**config.mk**
```make
export PLATFORM = sky130hd
export DESIGN_NAME = circle_seq_streamer_flat
export DESIGN_NICKNAME = d
export VERILOG_FILES = /design/src/rtl/circle_seq_streamer_pkg.sv /design/src/rtl/circle_seq_streamer_if.sv /design/src/rtl/circle_pt_fifo.sv /design/src/rtl/circle_seq_streamer.sv /design/src/flat_wrapper.sv
export SDC_FILE = /design/constraint.sdc
export NUM_CORES = 1
export LEC_CHECK = 0
export ABC_AREA = 1
export BUFFER_PORTS_ARGS = -buffer_cell sky130_fd_sc_hd__clkbuf_2
export CAP_MARGIN = 0
export CORE_MARGIN = 2
export CORE_UTILIZATION = 33
export DETAILED_ROUTE_END_ITERATION = 8
export GPL_TIMING_DRIVEN = 0
export HOLD_SLACK_MARGIN = 0.02
export SLEW_MARGIN = 0
export SYNTH_ARGS = -nofsm -noshare
export SYNTH_HDL_FRONTEND = slang
export SYNTH_SLANG_ARGS = --single-unit
```
**constraint.sdc**
```tcl
create_clock -name clk -period 6.47 [get_ports clk]
set_input_delay 0.3235 -clock clk [delete_from_list [all_inputs] [get_ports clk]]
set_output_delay 0.3235 -clock clk [all_outputs]
set_load 0.01 [all_outputs]
```
**src/rtl/circle_seq_streamer_pkg.sv**
```systemverilog
// Shared types and constants for the circle point sequence streamer.
// Holds the base-select encodings, the 16.16 unit constant and the sequencer state enum.
package circle_seq_streamer_pkg;

  typedef enum logic [1:0] {
    StIdle,
    StIssue,
    StWaitDone,
    StDrain
  } state_e;

  localparam logic [1:0] BaseSel2       = 2'b00;
  localparam logic [1:0] BaseSel3       = 2'b01;
  localparam logic [1:0] BaseSel7       = 2'b10;
  localparam logic [1:0] BaseSelIllegal = 2'b11;

  // 1.0 in signed 16.16 fixed point
  localparam logic [31:0] FixOne = 32'h0001_0000;

  // Buffered point record: {x, y, k}
  localparam int unsigned PtW = 96;

  function automatic logic base_legal(input logic [1:0] sel);
    return sel != BaseSelIllegal;
  endfunction

endpackage

```
**src/rtl/circle_seq_streamer_if.sv**
```systemverilog
// Output point stream: valid/ready handshake carrying one generated point and its index.
interface circle_seq_streamer_if;
  logic        valid;
  logic        ready;
  logic [31:0] x;
  logic [31:0] y;
  logic [31:0] k;

  modport master (output valid, output x, output y, output k, input ready);
  modport slave  (input valid, input x, input y, input k, output ready);
endinterface

```
**src/rtl/circle_pt_fifo.sv**
```systemverilog
// First-word fall-through synchronous FIFO for captured points.
// Read data is forced to zero while empty so the stream outputs are clean after reset.
module circle_pt_fifo #(
  parameter int unsigned WIDTH = 96,
  parameter int unsigned DEPTH = 4
) (
  input  logic                     clk,
  input  logic                     rst_n,
  input  logic                     wr_en,
  input  logic [WIDTH-1:0]         wr_data,
  input  logic                     rd_ready,
  output logic                     rd_valid,
  output logic [WIDTH-1:0]         rd_data,
  output logic [$clog2(DEPTH):0]   count
);

  localparam int unsigned AW = $clog2(DEPTH);

  logic [WIDTH-1:0] mem [DEPTH];
  logic [AW:0]      wr_ptr_q, rd_ptr_q;
  logic             push, pop, full;

  assign count    = wr_ptr_q - rd_ptr_q;
  assign full     = (count == (AW+1)'(DEPTH));
  assign rd_valid = (count != '0);
  assign pop      = rd_valid & rd_ready;
  // A pop frees the head slot this cycle, so a simultaneous write is safe even when full
  assign push     = wr_en & (~full | pop);
  assign rd_data  = rd_valid ? mem[rd_ptr_q[AW-1:0]] : '0;

  always_ff @(posedge clk) begin
    if (push) begin
      mem[wr_ptr_q[AW-1:0]] <= wr_data;
    end
  end

  always_ff @(posedge clk or negedge rst_n) begin
    if (!rst_n) begin
      wr_ptr_q <= '0;
      rd_ptr_q <= '0;
    end else begin
      if (push) wr_ptr_q <= wr_ptr_q + 1'b1;
      if (pop)  rd_ptr_q <= rd_ptr_q + 1'b1;
    end
  end

endmodule

```
**src/rtl/circle_seq_streamer.sv**
```systemverilog
// Sequences a run of circle point requests k0..k0+count-1 through a single-request generator
// and streams the results out through a small FWFT buffer with backpressure.
module circle_seq_streamer
  import circle_seq_streamer_pkg::*;
#(
  parameter int unsigned FIFO_DEPTH = 4,
  parameter int unsigned CNT_W      = 16
) (
  input  logic             clk,
  input  logic             rst_n,
  input  logic             run_start,
  input  logic [31:0]      run_k0,
  input  logic [CNT_W-1:0] run_count,
  input  logic [1:0]       run_base_sel,
  output logic             run_busy,
  output logic             run_done,
  output logic             run_err,
  output logic             fsm_start,
  output logic [31:0]      fsm_k,
  output logic [1:0]       fsm_base_sel,
  input  logic             fsm_ready,
  input  logic             fsm_done,
  input  logic [31:0]      fsm_x,
  input  logic [31:0]      fsm_y,
  circle_seq_streamer_if.master m
);

  localparam int unsigned OccW = $clog2(FIFO_DEPTH) + 1;

  state_e           state_q, state_d;
  logic [31:0]      k_q, k_d;
  logic [CNT_W-1:0] cnt_q, cnt_d;
  logic [1:0]       base_q, base_d;
  logic             run_done_q, run_done_d;
  logic             run_err_q, run_err_d;
  logic             done_prev_q;
  logic             cap_vld_q, cap_vld_d;
  logic             cap_last_q, cap_last_d;
  logic [PtW-1:0]   cap_data_q;

  logic [OccW-1:0]  occ;
  logic [OccW:0]    occ_pend;
  logic             slot_free;
  logic             done_rise;
  logic             fifo_valid;
  logic [PtW-1:0]   fifo_data;

  // A captured point still in the staging register already owns a buffer slot
  assign occ_pend  = {1'b0, occ} + {{OccW{1'b0}}, cap_vld_q};
  assign slot_free = (occ_pend < (OccW+1)'(FIFO_DEPTH));
  assign done_rise = fsm_done & ~done_prev_q;

  always_comb begin
    state_d    = state_q;
    k_d        = k_q;
    cnt_d      = cnt_q;
    base_d     = base_q;
    run_done_d = cap_vld_q & cap_last_q;
    run_err_d  = 1'b0;
    cap_vld_d  = 1'b0;
    cap_last_d = 1'b0;
    fsm_start  = 1'b0;

    unique case (state_q)
      StIdle: begin
        if (run_start) begin
          if (!base_legal(run_base_sel)) begin
            run_err_d = 1'b1;
          end else if (run_count == '0) begin
            run_done_d = 1'b1;
          end else begin
            k_d     = run_k0;
            cnt_d   = run_count;
            base_d  = run_base_sel;
            state_d = StIssue;
          end
        end
      end
      StIssue: begin
        if (fsm_ready && slot_free) begin
          fsm_start = 1'b1;
          state_d   = StWaitDone;
        end
      end
      StWaitDone: begin
        if (done_rise) begin
          cap_vld_d = 1'b1;
          k_d       = k_q + 32'd1;
          cnt_d     = cnt_q - CNT_W'(1);
          if (cnt_q == CNT_W'(1)) begin
            cap_last_d = 1'b1;
            state_d    = StDrain;
          end else begin
            state_d = StIssue;
          end
        end
      end
      StDrain: begin
        if (!cap_vld_q && !fifo_valid) begin
          state_d = StIdle;
        end
      end
      default: state_d = StIdle;
    endcase
  end

  always_ff @(posedge clk or negedge rst_n) begin
    if (!rst_n) begin
      state_q     <= StIdle;
      k_q         <= '0;
      cnt_q       <= '0;
      base_q      <= '0;
      run_done_q  <= 1'b0;
      run_err_q   <= 1'b0;
      done_prev_q <= 1'b0;
      cap_vld_q   <= 1'b0;
      cap_last_q  <= 1'b0;
      cap_data_q  <= '0;
    end else begin
      state_q     <= state_d;
      k_q         <= k_d;
      cnt_q       <= cnt_d;
      base_q      <= base_d;
      run_done_q  <= run_done_d;
      run_err_q   <= run_err_d;
      done_prev_q <= fsm_done;
      cap_vld_q   <= cap_vld_d;
      cap_last_q  <= cap_last_d;
      if (cap_vld_d) begin
        cap_data_q <= {fsm_x, fsm_y, k_q};
      end
    end
  end

  circle_pt_fifo #(
    .WIDTH (PtW),
    .DEPTH (FIFO_DEPTH)
  ) u_fifo (
    .clk      (clk),
    .rst_n    (rst_n),
    .wr_en    (cap_vld_q),
    .wr_data  (cap_data_q),
    .rd_ready (m.ready),
    .rd_valid (fifo_valid),
    .rd_data  (fifo_data),
    .count    (occ)
  );

  assign run_busy     = (state_q != StIdle);
  assign run_done     = run_done_q;
  assign run_err      = run_err_q;
  assign fsm_k        = k_q;
  assign fsm_base_sel = base_q;
  assign m.valid      = fifo_valid;
  assign m.x          = fifo_data[95:64];
  assign m.y          = fifo_data[63:32];
  assign m.k          = fifo_data[31:0];

endmodule
```
**src/flat_wrapper.sv**
```systemverilog
// flat-port wrapper written by rule: the top's interface ports become plain ports
module circle_seq_streamer_flat import circle_seq_streamer_pkg::*;
#(
  parameter int unsigned FIFO_DEPTH = 4,
  parameter int unsigned CNT_W      = 16
)
  (clk, rst_n, run_start, run_k0, run_count, run_base_sel, run_busy, run_done, run_err, fsm_start, fsm_k, fsm_base_sel, fsm_ready, fsm_done, fsm_x, fsm_y, m_valid, m_x, m_y, m_k, m_ready);
  circle_seq_streamer_if m_i ();
  input  logic clk;
  input  logic rst_n;
  input  logic run_start;
  input  logic [31:0] run_k0;
  input  logic [CNT_W-1:0] run_count;
  input  logic [1:0] run_base_sel;
  output logic run_busy;
  output logic run_done;
  output logic run_err;
  output logic fsm_start;
  output logic [31:0] fsm_k;
  output logic [1:0] fsm_base_sel;
  input  logic fsm_ready;
  input  logic fsm_done;
  input  logic [31:0] fsm_x;
  input  logic [31:0] fsm_y;
  output wire logic [$bits(m_i.valid)-1:0] m_valid;
  output wire logic [$bits(m_i.x)-1:0] m_x;
  output wire logic [$bits(m_i.y)-1:0] m_y;
  output wire logic [$bits(m_i.k)-1:0] m_k;
  input wire logic [$bits(m_i.ready)-1:0] m_ready;
  assign m_valid = m_i.valid;
  assign m_x = m_i.x;
  assign m_y = m_i.y;
  assign m_k = m_i.k;
  assign m_i.ready = m_ready;
  circle_seq_streamer #(.FIFO_DEPTH(FIFO_DEPTH), .CNT_W(CNT_W)) u_core (.clk(clk), .rst_n(rst_n), .run_start(run_start), .run_k0(run_k0), .run_count(run_count), .run_base_sel(run_base_sel), .run_busy(run_busy), .run_done(run_done), .run_err(run_err), .fsm_start(fsm_start), .fsm_k(fsm_k), .fsm_base_sel(fsm_base_sel), .fsm_ready(fsm_ready), .fsm_done(fsm_done), .fsm_x(fsm_x), .fsm_y(fsm_y), .m(m_i));
endmodule
```
==> impl_summary.md <==
Power and ir drop
The cell leakage power is 0.0121 µW. The power per cell area is 490 nW/µm². The completed layout was analyzed and its total power is 14000 µW.

The maximum ir drop on the vdd rail is 0.000226 V.

GRT
The overflow left after global routing is 0. The first-pass GRT wire length is 102000 µm. In the global route stage, overall resource usage came out at 18.8%.

The initial antenna violation count was 1. The number of global-route vias before repair is 17700. Entering global routing, the biggest net connects 89 pins.

Synthesis
The area share of the leading cell type in the synthesized netlist is 50.1%. The Yosys step of the flow raised 0 warnings. The combinational family with the most area after synthesis is simple AND/OR/NAND/NOR gates. The area of the mapped netlist is 23000 µm². The cell count after synthesis came out at 2247. Of the post-synthesis cell area, the part taken by muxes is 0%. Sorting the synthesized cells by area gives the leading types as sky130_fd_sc_hd__edfxtp_1 50%, sky130_fd_sc_hd__dfrtp_1 17%, sky130_fd_sc_hd__nand2_1 9.8%. The synthesized design contains 543 register bits.

The synthesized netlist devotes 7.98% of its cell area to compound gates. The synthesized-area fraction occupied by xor and xnor cells is 0.228%. Synthesis produced a netlist with a net count of 2377.

The synthesized netlist devotes 18.7% of its cell area to simple gates. The number of distinct library cell variants in the gate-level netlist after synthesis is 33. Summing the areas of all fa, ha and maj instances in the mapped netlist gives 0.576% of the synthesized area. The sequential-to-total area share from yosys stat is 67.4%.

Each instance of the synthesized netlist takes up on average 10.2 µm². Of all cell types, the one taking the most synthesized area is sky130_fd_sc_hd__edfxtp_1.

Timing
The worst pin sits at a relative slew slack of 34.9%. The post-route worst setup slack is 2.71 ns. Setup violations remaining at the end of the flow were counted as 0. The hold violation count in the final report was 0. The slew at the pin with the worst max-slew slack is 0.977 ns. The fraction of the cycle the final worst path needs is 58.1%. Setup repair after global routing left no endpoint under its margin.

The number of slew-limit violations in the final report came to 0. Subtracting the final worst setup slack from the clock period gives 3.76 ns. The clock skew after layout is 0.0141 ns. For this run, the top clock speed supported by timing is 266 MHz.

Setup path
The startpoint type of the worst setup path is a flip-flop. The critical path in this run is classified as reg2out. The highest-delay cell along the critical path is sky130_fd_sc_hd__dfrtp_1. The maximum fanout along the worst path is 10. Walking the worst path, the cells encountered are ha_1 -> fa_1 -> inv_1 -> nand3_1 -> nand3_2 -> buf_2 -> buf_2 -> nand2_1 -> inv_1 -> clkbuf_2. For the worst setup path, the data arrival time is 3.43 ns. The critical path data required time is 6.15 ns. The sort of element at the end of the critical path is a primary output. On the worst path, the slowest cell contributes a delay of 0.51 ns.

Layout
The repair_antennas step left the layout with diodes totalling 0. Relative to the synthesized area, the layout overhead comes to 24.2%. The fraction of final layout cells with drive strength greater than 1 is 16.0%.

The final core utilization is 41.5%. After the last flow step, the layout net total stands at 2782. The filler-free cell count of the finished design is 3630.

Run
The number of max-capacitance violations reported is 0.

Clock network
The total clock sinks is 543. The source-to-sink clock delay at the later pin of the worst-skew pair is 0.60 ns. The maximum number of buffers from clock root to sink is 3. Gates resized during post-CTS repair numbered 0. The root buffer cell chosen for the clock tree is sky130_fd_sc_hd__clkbuf_16. The number of levels in the clock H-tree is 2. The number of buffers created by CTS is 55.

The clock transition at the registers of the reported paths is 0.07 ns. The clock tree from TritonCTS is built.

Placement
The detailed placement HPWL is 46300 µm. Prior to clock tree synthesis, the placed netlist has a worst setup slack of 2.70 ns. The number of instances in the placed design is 3448. Routability-driven placement finished with a final weighted congestion of 0.982. In this run the tool buffered the top-level ports with 254 buffer cells.

Drt
The first-pass iteration count of the detailed router is 5. The number of DRC violations after detailed-routing iteration 0 is 1328. In the routed design, unresolved DRC markers number 0. The number of vias per cell is 4.87.

The wire length per cell is 18.9 µm. The total wirelength of the detailed-routed design is 68400 µm. The detail route stage leaves a number of antenna-violating nets equal to 0. The via count of the routed design is 17700.

Floorplanning
After floorplanning, the core was sized to cover 68800 µm². For this design the top-level I/O count stands at 255. The initial utilization of the core area, before any placement, comes to 33.4%.

In this run the vertical extent of the chip is 268 µm. Measured along the x axis, the die boundary spans 268 µm. The full die area is 71900 µm². Row generation in the floorplan step produced 96 rows.

Outcome
The run finished with clean final reports.

Min path
In this run the worst hold path is classified as in2reg.
area by class of cell:
type	instances	area, µm²
Buffer	113	514
Multi-Input combinational cell	1413	6350
Inverter	178	673
Timing Repair Buffer	348	2390
Fill cell	6530	40200
Clock buffer	69	1530
Tap cell	931	1160
Clock inverter	35	445
Sequential cell	543	15500
critical path: cells and delay by family (launching register included):
family / cells / cell delay (ns)
buffers and inverters: 5 / 1.02
and+or+nand+nor: 3 / 0.67
adders and majority gates: 2 / 0.65
DFF: 1 / 0.51
Yosys cell counts, drive strengths merged:
library cell  count
clkbuf           50
fa                1
edfxtp          384
nand3b            1
dfrtp           159
xnor2             1
nor3              4
o22ai             2
nor3b             1
nor2            415
nand4             5
o31ai             3
ha                9
or2               2
o21ai           185
xor2              5
nand3            71
o32ai            96
inv             178
buf              63
a21oi             7
nor4              1
nand2           604
kinds of logic (layout without fill, tap and decap cells):
logic type,after synthesis,in the layout
DFF,543,543
adders and majority gates,10,10
AOI/OAI and AO/OA,293,293
and+or+nand+nor,1104,1104
buffers and inverters,291,743
xor gates and xnor gates,6,6
metrics by stage:
stage / hold WS (ns) / instance area [µm²] / TNS, ns
2_1_floorplan: 0.0279 / 23000 / 0
3_3_place_gp: 0.415 / 25500 / -1496.23
3_5_place_dp: 0.432 / 25800 / 0
4_1_cts: 0.0248 / 28600 / 0
5_1_grt: 0.0454 / 28600 / 0
6_report: 0.0557 / 28600 / 0
report_power, final:
group          internal, µW  total (µW)  leakage [µW]  switching (µW)
combinational          1720        5370       0.00560            3650
clock                  2050        3420      0.000956            1370
sequential             4580        5210       0.00550             626
total                  8350       14000        0.0121            5640
timing repair:
action	4_1_cts	5_1_grt
hold buffers	78	0
hold endpoints to repair	150	0
setup buffers	0	0
flip-flops by register name, indices dropped and copies added (netlist names):
name,cells
u_core.done_prev_q,1
u_core.cap_last_q,1
u_core.cap_vld_q,1
u_core.u_fifo.mem,384
u_core.cnt_q,16
u_core.fsm_k,32
u_core.u_fifo.wr_ptr_q,3
u_core.state_q,2
u_core.run_err,1
u_core.cap_data_q,96
u_core.u_fifo.rd_ptr_q,3
u_core.run_done,1
u_core.fsm_base_sel,2
path summary, 6_finish.rpt:
kind	startpoint	end	slack, ns	cells past startpoint
min in group asynchronous	rst_n	u_core.fsm_k[25]$_DFFE_PN0P_	0.34	2
worst min-delay path	run_count[8]	u_core.cnt_q[8]$_DFFE_PN0P_	0.06	5
worst min register to register	u_core.done_prev_q$_DFF_PN0_	u_core.cap_last_q$_DFF_PN0_	0.44	1
max in group asynchronous	rst_n	u_core.cap_data_q[72]$_DFFE_PN0P_	5.16	3
worst max-delay path	u_core.u_fifo.rd_ptr_q[0]$_DFFE_PN0P_	m_y[25]	2.71	10
worst max register to register	u_core.u_fifo.rd_ptr_q[0]$_DFFE_PN0P_	u_core.u_fifo.mem[2][45]$_DFFE_PP_	2.78	12
layer usage:
metal / vias to the layer above / wire, µm / GRT usage [%]
met5: - / 0 / 0
met4: 0 / 1650 / 5.41
met3: 100 / 4590 / 3.34
met2: 607 / 33400 / 32.1
met1: 8628 / 28800 / 24.5
li1: 8354 / - / -
cell usage in the layout (no fill, tap or decap), types with 15 or more instances in the layout:
cell                              n
sky130_fd_sc_hd__buf_12          15
sky130_fd_sc_hd__nand2_1        601
sky130_fd_sc_hd__nor2_1         410
sky130_fd_sc_hd__dlygate4sd3_1   78
sky130_fd_sc_hd__buf_2           48
sky130_fd_sc_hd__clkbuf_2       253
sky130_fd_sc_hd__o21ai_0        165
sky130_fd_sc_hd__o32ai_1         96
sky130_fd_sc_hd__dfrtp_1        159
sky130_fd_sc_hd__clkbuf_16       57
sky130_fd_sc_hd__nand3_1         69
sky130_fd_sc_hd__edfxtp_1       384
sky130_fd_sc_hd__inv_1          176
sky130_fd_sc_hd__clkbuf_1        56
sky130_fd_sc_hd__o21ai_1         20
Note: power is estimated with default switching activity, not from simulation.
